===== config.mk =====
export PLATFORM = sky130hd
export DESIGN_NAME = led_flow_top
export DESIGN_NICKNAME = d
export VERILOG_FILES = /design/src/rtl/led_flow_top.sv
export SDC_FILE = /design/constraint.sdc
export NUM_CORES = 1
export LEC_CHECK = 0
export ABC_AREA = 1
export BUFFER_PORTS_ARGS = -buffer_cell sky130_fd_sc_hd__buf_2
export CELL_PAD_IN_SITES_DETAIL_PLACEMENT = 0
export CELL_PAD_IN_SITES_GLOBAL_PLACEMENT = 1
export CORE_ASPECT_RATIO = 0.5
export CORE_UTILIZATION = 25
export DETAILED_ROUTE_END_ITERATION = 12
export GPL_TIMING_DRIVEN = 0
export HOLD_SLACK_MARGIN = 0.06
export PLACE_DENSITY = 0.5
export SYNTH_ARGS = -nofsm -noshare
export SYNTH_HDL_FRONTEND = slang
export SYNTH_SLANG_ARGS = --single-unit

===== constraint.sdc =====
create_clock -name clk -period 2.3 [get_ports clk]
set_input_delay 0.115 -clock clk [delete_from_list [all_inputs] [get_ports clk]]
set_output_delay 0.115 -clock clk [all_outputs]
set_load 0.05 [all_outputs]

===== src/rtl/led_flow_top.sv =====
// Running-light LED driver: a clock divider produces a one-cycle step tick,
// and each tick rotates a single lit LED one position towards the MSB.
module led_flow_top #(
   parameter int unsigned CLK_FREQ = 50_000_000,
   parameter int unsigned STEP_HZ  = 1,
   parameter int unsigned LED_W    = 4
) (
   input  logic             clk,
   input  logic             rst,
   output logic [LED_W-1:0] top_led_flow
);

   localparam int unsigned DIV   = CLK_FREQ / STEP_HZ;
   localparam int unsigned CNT_W = (DIV > 1) ? $clog2(DIV) : 1;
   localparam logic [CNT_W-1:0] CNT_MAX  = CNT_W'(DIV - 1);
   localparam logic [LED_W-1:0] LED_INIT = LED_W'(1);

   generate
      if (DIV < 2) begin : g_bad_div
         $error("led_flow_top: CLK_FREQ/STEP_HZ must be at least 2");
      end
      if (LED_W < 1) begin : g_bad_led_w
         $error("led_flow_top: LED_W must be at least 1");
      end
   endgenerate

   logic [CNT_W-1:0] cnt_q, cnt_d;
   logic [LED_W-1:0] led_q, led_d;
   logic             tick;

   // The counter idles at 0 during reset, so tick is low there because DIV >= 2.
   always_comb begin
      tick  = (cnt_q == CNT_MAX);
      cnt_d = tick ? '0 : cnt_q + CNT_W'(1);
      led_d = led_q;
      if (tick) begin
         for (int unsigned i = 0; i < LED_W; i++) begin
            led_d[(i + 1) % LED_W] = led_q[i];
         end
      end
   end

   always_ff @(posedge clk or posedge rst) begin
      if (rst) begin
         cnt_q <= '0;
         led_q <= LED_INIT;
      end else begin
         cnt_q <= cnt_d;
         led_q <= led_d;
      end
   end

   assign top_led_flow = led_q;

endmodule


==> key figures, run 1 <==
GRT
  • GRT Resource Usage Total: 12.8%
  • Largest net degree at the start of global routing: 31
  • Vias in the first global route: roughly 1300
  • Initial antenna violation count: 0
  • Grt ovf: 0
  • First-pass GRT wire length: around 6800 um

Floorplanning
  • Row Count: 20
  • Core area: between 6000 and 7000 um2
  • Initial core utilization: between 20% and 30%
  • Die Area: roughly 7000 um2
  • Die height: 60.3 um
  • I/O Pins: 6
  • Die width: between 100 and 150 um

Routing
  • Drt drc: 0
  • M1 WL: around 2200 um
  • Met2 Wirelength: ~1500 um
  • Wire per inst: ~12 um
  • Uppermost layer routed: met4
  • Pre-antenna DRT Iters: 4
  • Final WL: around 3900 um
  • Iter 0 DRT Violations: between 90 and 100
  • Via count: roughly 1300
  • Met3 wire len: ~140 um
  • Post-route ant nets: 0
  • Avg Vias per Cell: 4.05

Logic synthesis
  • Fraction of registers with async set/reset: between 90% and 100%
  • Top cell type's share of synthesized area: between 40 and 50%
  • Most used flip-flop cell after synthesis: dfrtp_1
  • Cells after Synth: ~230
  • Synth area leaders: dfrtp_1 43%, nand2_1 15%, nor2_1 10%
  • Most frequent cell after synthesis: nand2_1
  • Mean post-synth cell area: 7.52 um2
  • Synth Register Bits: 30
  • Syn Nets: about 230
  • YS warnings: 0
  • Unique masters post-synth: 18
  • Post-synth top cells: 66 x nand2_1, 47 x nor2_1, 29 x dfrtp_1, 29 x inv_1, 16 x nand3_1
  • Mapped Area: ~1700 um2
  • Post-synth top area cell: dfrtp_1
  • Sequential cell area fraction in the yosys report: between 40% and 50%
  • Number of synthesized flops with an enable pin: 0

Cells and area
  • Final nets: between 200 and 250
  • Post-route cell area: between 2000 and 2500 um2
  • ANT cells: 0
  • Fillers: ~690
  • P&R area growth vs syn: 18.4%
  • Share of layout cells above drive strength 1: approximately an eighth

Critical path
  • Crit Path Category: register to register
  • Worst Setup Start Kind: register
  • CP Capture Type: register
  • Crit path max fanout: 8
  • WP data arrival: approximately 1.6 ns
  • CP required: approximately 2.5 ns

STA
  • Fin. Hold Viols: 0
  • Worst Skew: between 0.002 and 0.003 ns
  • Minimum clock period: approximately 1.5 ns
  • Final setup TNS: 0 ns
  • Slew Limit Fails: 0
  • Tightest Pin Transition: ~0.33 ns
  • RSZ-0062 raised after global routing: no
  • Final setup fails: 0
  • Final period utilization: between 60 and 70%
  • Fmax: 674 MHz
  • Max transition margin: between 70 and 80%

Placed design
  • GPL Wtd Cong: 0.750
  • IO buf count: 5
  • Dpl hpwl: roughly 3000 um
  • Placed cell areas: 1840 um2

Pwr
  • VDD IR max: ~200 uV
  • Leak: between 1 and 1.5 nW
  • Power per Cell Area: approximately 590 nW/um2

Clocking
  • TritonCTS Buffers: 5
  • Clk sink count: 30
  • CTS Root Cell: clkbuf_16
  • Worst-Skew Late Latency: 0.27 ns
  • Clk slew on worst S/H paths: 0.05 ns
  • H-tree Lvls: 2
  • Max Root-Sink Buffers: 2
  • CTS tree: done
  • # resized after CTS: 0

Worst hold path
  • Hold/Removal Path Class: primary input to async pin

Run status
  • Status: finished, final reports clean

Run
  • Max Cap Violations: 0
## critical path, stage by stage, from the launching register on
cell and delay [ns]:
dfrtp_1 0.38, ha_1 0.21, nand2_2 0.10, nor2_8 0.15, nand3_4 0.12, nor2_4 0.12, nand2_4 0.10, clkinv_2 0.13
nor2_1 0.06
## cell type report
type                    instances  area, um2  share of cell area (%)
multi-input cells             166        835                    41.5
flip-flops and latches         30        752                    37.4
clock buffers                   7        143                    7.09
inverters                      30        114                    5.66
well taps                      88        110                    5.47
repair buffers                  7       55.1                    2.73
clock inverters                 1       5.00                   0.249
## where the power goes
group          switching (mW)  internal, mW
Sequential                  0         0.529
Clock                   0.223         0.428
Combinational          0.0117       0.00520
## per-stage QoR
stage	std cells	total power, mW	util (%)	hold WS [ns]	setup WS, ns
5_1_grt	329	1.26	31.9	0.317	0.658
4_1_cts	327	1.21	31.4	0.229	0.788
2_1_floorplan	226	0.545	-	0.205	0.956
6_report	329	1.20	31.9	0.305	0.816
3_5_place_dp	319	0.550	29.1	0.466	0.795
3_3_place_gp	319	0.550	29.1	0.462	0.809
## flip-flops by register name, indices dropped and copies added, names as in the netlist
name / flops
cnt_q: 26
top_led_flow: 4
## cells by family (layout without fill, tap and decap cells)
kind of cell | after synthesis | count (layout) | share of synthesized area, %
XOR/XNOR | 13 | 13 | 6.70
AO/OA/AOI/OAI | 6 | 6 | 1.91
adder cells (fa/ha/maj) | 1 | 1 | 0.736
AND/OR/NAND/NOR | 146 | 146 | 39.7
flip-flops | 30 | 30 | 44.2
buffers and inverters | 30 | 45 | 6.70
## layout by cell type (no fill, tap or decap), types with 2 or more instances in the layout
| master | netlist | routed |
|---|---|---|
| a21oi_1 | 5 | 5 |
| buf_2 | 0 | 5 |
| clkbuf_16 | 0 | 5 |
| clkinv_2 | 1 | 2 |
| dfrtp_1 | 29 | 29 |
| inv_1 | 29 | 28 |
| nand2_1 | 66 | 66 |
| nand2_2 | 4 | 4 |
| nand2_4 | 2 | 2 |
| nand3_1 | 16 | 16 |
| nor2_1 | 47 | 47 |
| nor2_2 | 3 | 3 |
| nor2_4 | 6 | 6 |
| xnor2_1 | 3 | 3 |
| xor2_1 | 10 | 10 |
## repair_timing
action / 4_1_cts / 5_1_grt
setup endpoints to repair: 0 / 0
endpoints found under the hold margin: 0 / 24
hold buffers: 0 / 1
setup buffers: 0 / 0
## metal layers
layer / vias to the layer above / GRT usage (%)
met4: 0 / 3.25
met3: 2 / 3.44
met1: 609 / 18.7
met2: 13 / 18.5
met5: - / 0
li1: 708 / -
## worst paths after layout
kind	end	slack [ns]	depth (start not counted)	startpoint
setup / recovery	cnt_q[7]$_DFF_PP0_	0.82	8	cnt_q[0]$_DFF_PP0_
hold / removal	top_led_flow[3]$_DFFE_PP0N_	0.30	3	rst
setup reg to reg	cnt_q[7]$_DFF_PP0_	0.82	8	cnt_q[0]$_DFF_PP0_
hold reg to reg	top_led_flow[0]$_DFFE_PP1N_	0.47	2	top_led_flow[0]$_DFFE_PP1N_
max in group asynchronous	cnt_q[24]$_DFF_PP0_	1.60	4	rst
min in group clk	top_led_flow[0]$_DFFE_PP1N_	0.47	2	top_led_flow[0]$_DFFE_PP1N_
No activity file was read; power rests on OpenSTA's default activity.
==> run 2, diff against run 1 <==
- clock period: 2.3 -> 1.5 ns (I/O delays scaled with it)
==> run 2 against run 1 <==
Non-clock buffer count grew 3. Critical path depth did not move. Largest power group unchanged. Cell count is 0.91% higher. Largest cell class unchanged. Clock skew about the same. Worst setup slack lost 0.76 ns.
==> key figures, run 2 (synthesis results as in run 1) <==
Floorplanning
  • I/O Pins: 6 (unchanged)
  • Initial core utilization: 27.0% (unchanged)
  • Die width: 119 um (unchanged)
  • Die Area: 7160 um2 (unchanged)
  • Row Count: 20 (unchanged)
  • Die height: 60.3 um (unchanged)
  • Core area: 6310 um2 (unchanged)

Clocking
  • CTS Root Cell: clkbuf_16 (unchanged)
  • TritonCTS Buffers: 5 (unchanged)
  • H-tree Lvls: 2 (unchanged)
  • CTS tree: done (unchanged)
  • Worst-Skew Late Latency: 0.27 ns (about the same)
  • Clk slew on worst S/H paths: 0.05 ns (about the same)
  • Max Root-Sink Buffers: 2 (unchanged)
  • Clk sink count: 30 (unchanged)

Placed design
  • Pre-CTS setup slack: -0.00473 ns (was 0.795 ns)
  • Placed cell areas: 1840 um2 (unchanged)
  • Placed cell count: 319 (unchanged)
  • GPL Wtd Cong: 0.750 (unchanged)
  • Dpl hpwl: 2990 um (unchanged)
  • IO buf count: 5 (unchanged)

Critical path
  • Crit-path most repeated cell: nand2_4
  • Critical R2R Capture: cnt_q[3]$_DFF_PP0_ (was cnt_q[7]$_DFF_PP0_)
  • Slowest CP cell: dfrtp_1 (unchanged)
  • Max incr delay on CP: 0.43 ns (was 0.38 ns)
  • WP data arrival: 1.60 ns (was 1.64 ns)
  • Critical path cell sequence: ha_4, nand2_4, nor2_8, nand3_4, nor2_4, nand2_4, inv_8, nor2_1 (was ha_1, nand2_2, nor2_8, nand3_4, nor2_4, nand2_4, clkinv_2, nor2_1)
  • CP required: 1.66 ns (was 2.46 ns)
  • Crit Path Category: register to register (unchanged)
  • CP Capture Type: register (unchanged)
  • Launch instance of the worst register-to-register path: cnt_q[0]$_DFF_PP0_ (unchanged)
  • Cell depth of the worst flop-to-flop path: 8 (unchanged)
  • Crit path max fanout: 8 (unchanged)
  • Flop2flop setup slack: 0.06 ns (was 0.82 ns)
  • Worst Setup Start Kind: register (unchanged)
  • Crit path from: cnt_q[0]$_DFF_PP0_ (unchanged)

Pwr
  • Power per Cell Area: 883 nW/um2 (was 595 nW/um2)
  • VDD IR max: 310 uV (was 202 uV)
  • Leak: 1.04 nW (was 1.01 nW)
  • Final Power: 1.83 mW (was 1.20 mW)

Routing
  • Wire per inst: 12.0 um (was 11.9 um)
  • Post-route ant nets: 0 (unchanged)
  • Pre-antenna DRT Iters: 4 (unchanged)
  • Via count: 1352 (was 1332)
  • Avg Vias per Cell: 4.07 (was 4.05)
  • Drt drc: 0 (unchanged)
  • Final WL: 4000 um (was 3900 um)
  • Iter 0 DRT Violations: 94 (unchanged)

Cells and area
  • Commonest cells after routing, fill and taps aside: 65 x nand2_1, 41 x nor2_1, 29 x dfrtp_1, 28 x inv_1, 16 x nand3_1 (was 66 x nand2_1, 47 x nor2_1, 29 x dfrtp_1, 28 x inv_1, 16 x nand3_1)
  • Post-layout util: 32.9% (was 31.9%)
  • Max reg flops: 26 (unchanged)
  • P&R area growth vs syn: 22.1% (was 18.4%)
  • Finished Layout Cells: 332 (was 329)
  • Register Area: 752 um2 (unchanged)
  • Reg with most FFs: cnt_q (unchanged)
  • Area of the multi-input gates: 870 um2 (was 835 um2)
  • Share of layout cells above drive strength 1: 17.6% (was 13.3%)
  • Fillers: 680 (was 688)
  • Post-route cell area: 2080 um2 (was 2010 um2)
  • Most common cell after layout, fill and taps aside: nand2_1 (unchanged)
  • Final nets: 246 (was 243)
  • ANT cells: 0 (unchanged)

Run
  • Max Cap Violations: 0 (unchanged)

GRT
  • First-pass GRT wire length: 6760 um (unchanged)
  • GRT Resource Usage Total: 12.8% (unchanged)
  • Grt ovf: 0 (unchanged)
  • Initial antenna violation count: 0 (unchanged)
  • Vias in the first global route: 1318 (unchanged)
  • Largest net degree at the start of global routing: 31 (unchanged)

STA
  • Final WS setup: 0.0611 ns (was 0.816 ns)
  • Minimum clock period: 1.44 ns (was 1.48 ns)
  • Tightest Pin Transition: 0.335 ns (was 0.333 ns)
  • Max transition margin: 77.6% (was 77.7%)
  • Slew Limit Fails: 0 (unchanged)
  • Final setup fails: 0 (unchanged)
  • RSZ-0062 raised after global routing: yes (was no)
  • Fin. Hold Viols: 0 (unchanged)
  • Fmax: 695 MHz (was 674 MHz)
  • Final period utilization: 95.9% (was 64.5%)
  • Worst Skew: 0.00280 ns (was 0.00272 ns)

Worst hold path
  • Hold/Removal Path Class: primary input to async pin (unchanged)

Run status
  • Status: finished, final reports clean (unchanged)
[run 2: cell type report]
class                      count  area share (%)
clock buffer                   7            6.87
clock inverter                 1           0.241
inverter                      30            5.78
multi-input combinational    166            41.9
sequential                    30            36.2
tap                           88            5.30
timing repair buffer          10            3.73
[run 2: worst max-delay path by stage]
stage                                       end  slack, ns  cells past startpoint
floorplan           top_led_flow[1]$_DFFE_PP0N_       0.16                      8
global placement            cnt_q[13]$_DFF_PP0_      0.009                      8
detailed placement          cnt_q[12]$_DFF_PP0_     -0.005                      8
CTS                 top_led_flow[3]$_DFFE_PP0N_      0.004                      8
global route        top_led_flow[1]$_DFFE_PP0N_      -0.04                      8
finish                       cnt_q[3]$_DFF_PP0_       0.06                      8
[run 2: critical path, delay by kind of cell (launching register included)]
family	cells	cell delay [ns]
simple gates	6	0.62
fa+ha+maj	1	0.18
flops	1	0.43
buf+inv	1	0.10
[run 2: what timing repair did]
action / 4_1_cts / 5_1_grt
endpoints found under the setup margin: 7 / 24
setup buffers: 0 / 3
hold buffers: 0 / 1
endpoints found under the hold margin: 0 / 30
gates resized for setup: 1 / 11
pin swaps: 0 / 5
[run 2: where the power goes]
part	internal (mW)	total, mW	switching [mW]
logic	0.00797	0.0259	0.0179
clock network	0.657	0.997	0.341
registers	0.811	0.811	0
total	1.48	1.83	0.359
[run 2: per-stage QoR]
stage	hold WS [ns]	TNS, ns
2_1_floorplan	0.165	0
3_3_place_gp	0.462	0
3_5_place_dp	0.466	-0.00984
4_1_cts	0.189	0
5_1_grt	0.277	-0.294
6_report	0.266	0
[run 2: metal layers]
layer,up-vias,part of all wire (%),global-route usage [%]
li1,712,-,-
met1,626,57,18.7
met2,12,40,18.5
met3,2,2.4,3.44
met4,0,0.48,3.25
met5,-,0,0
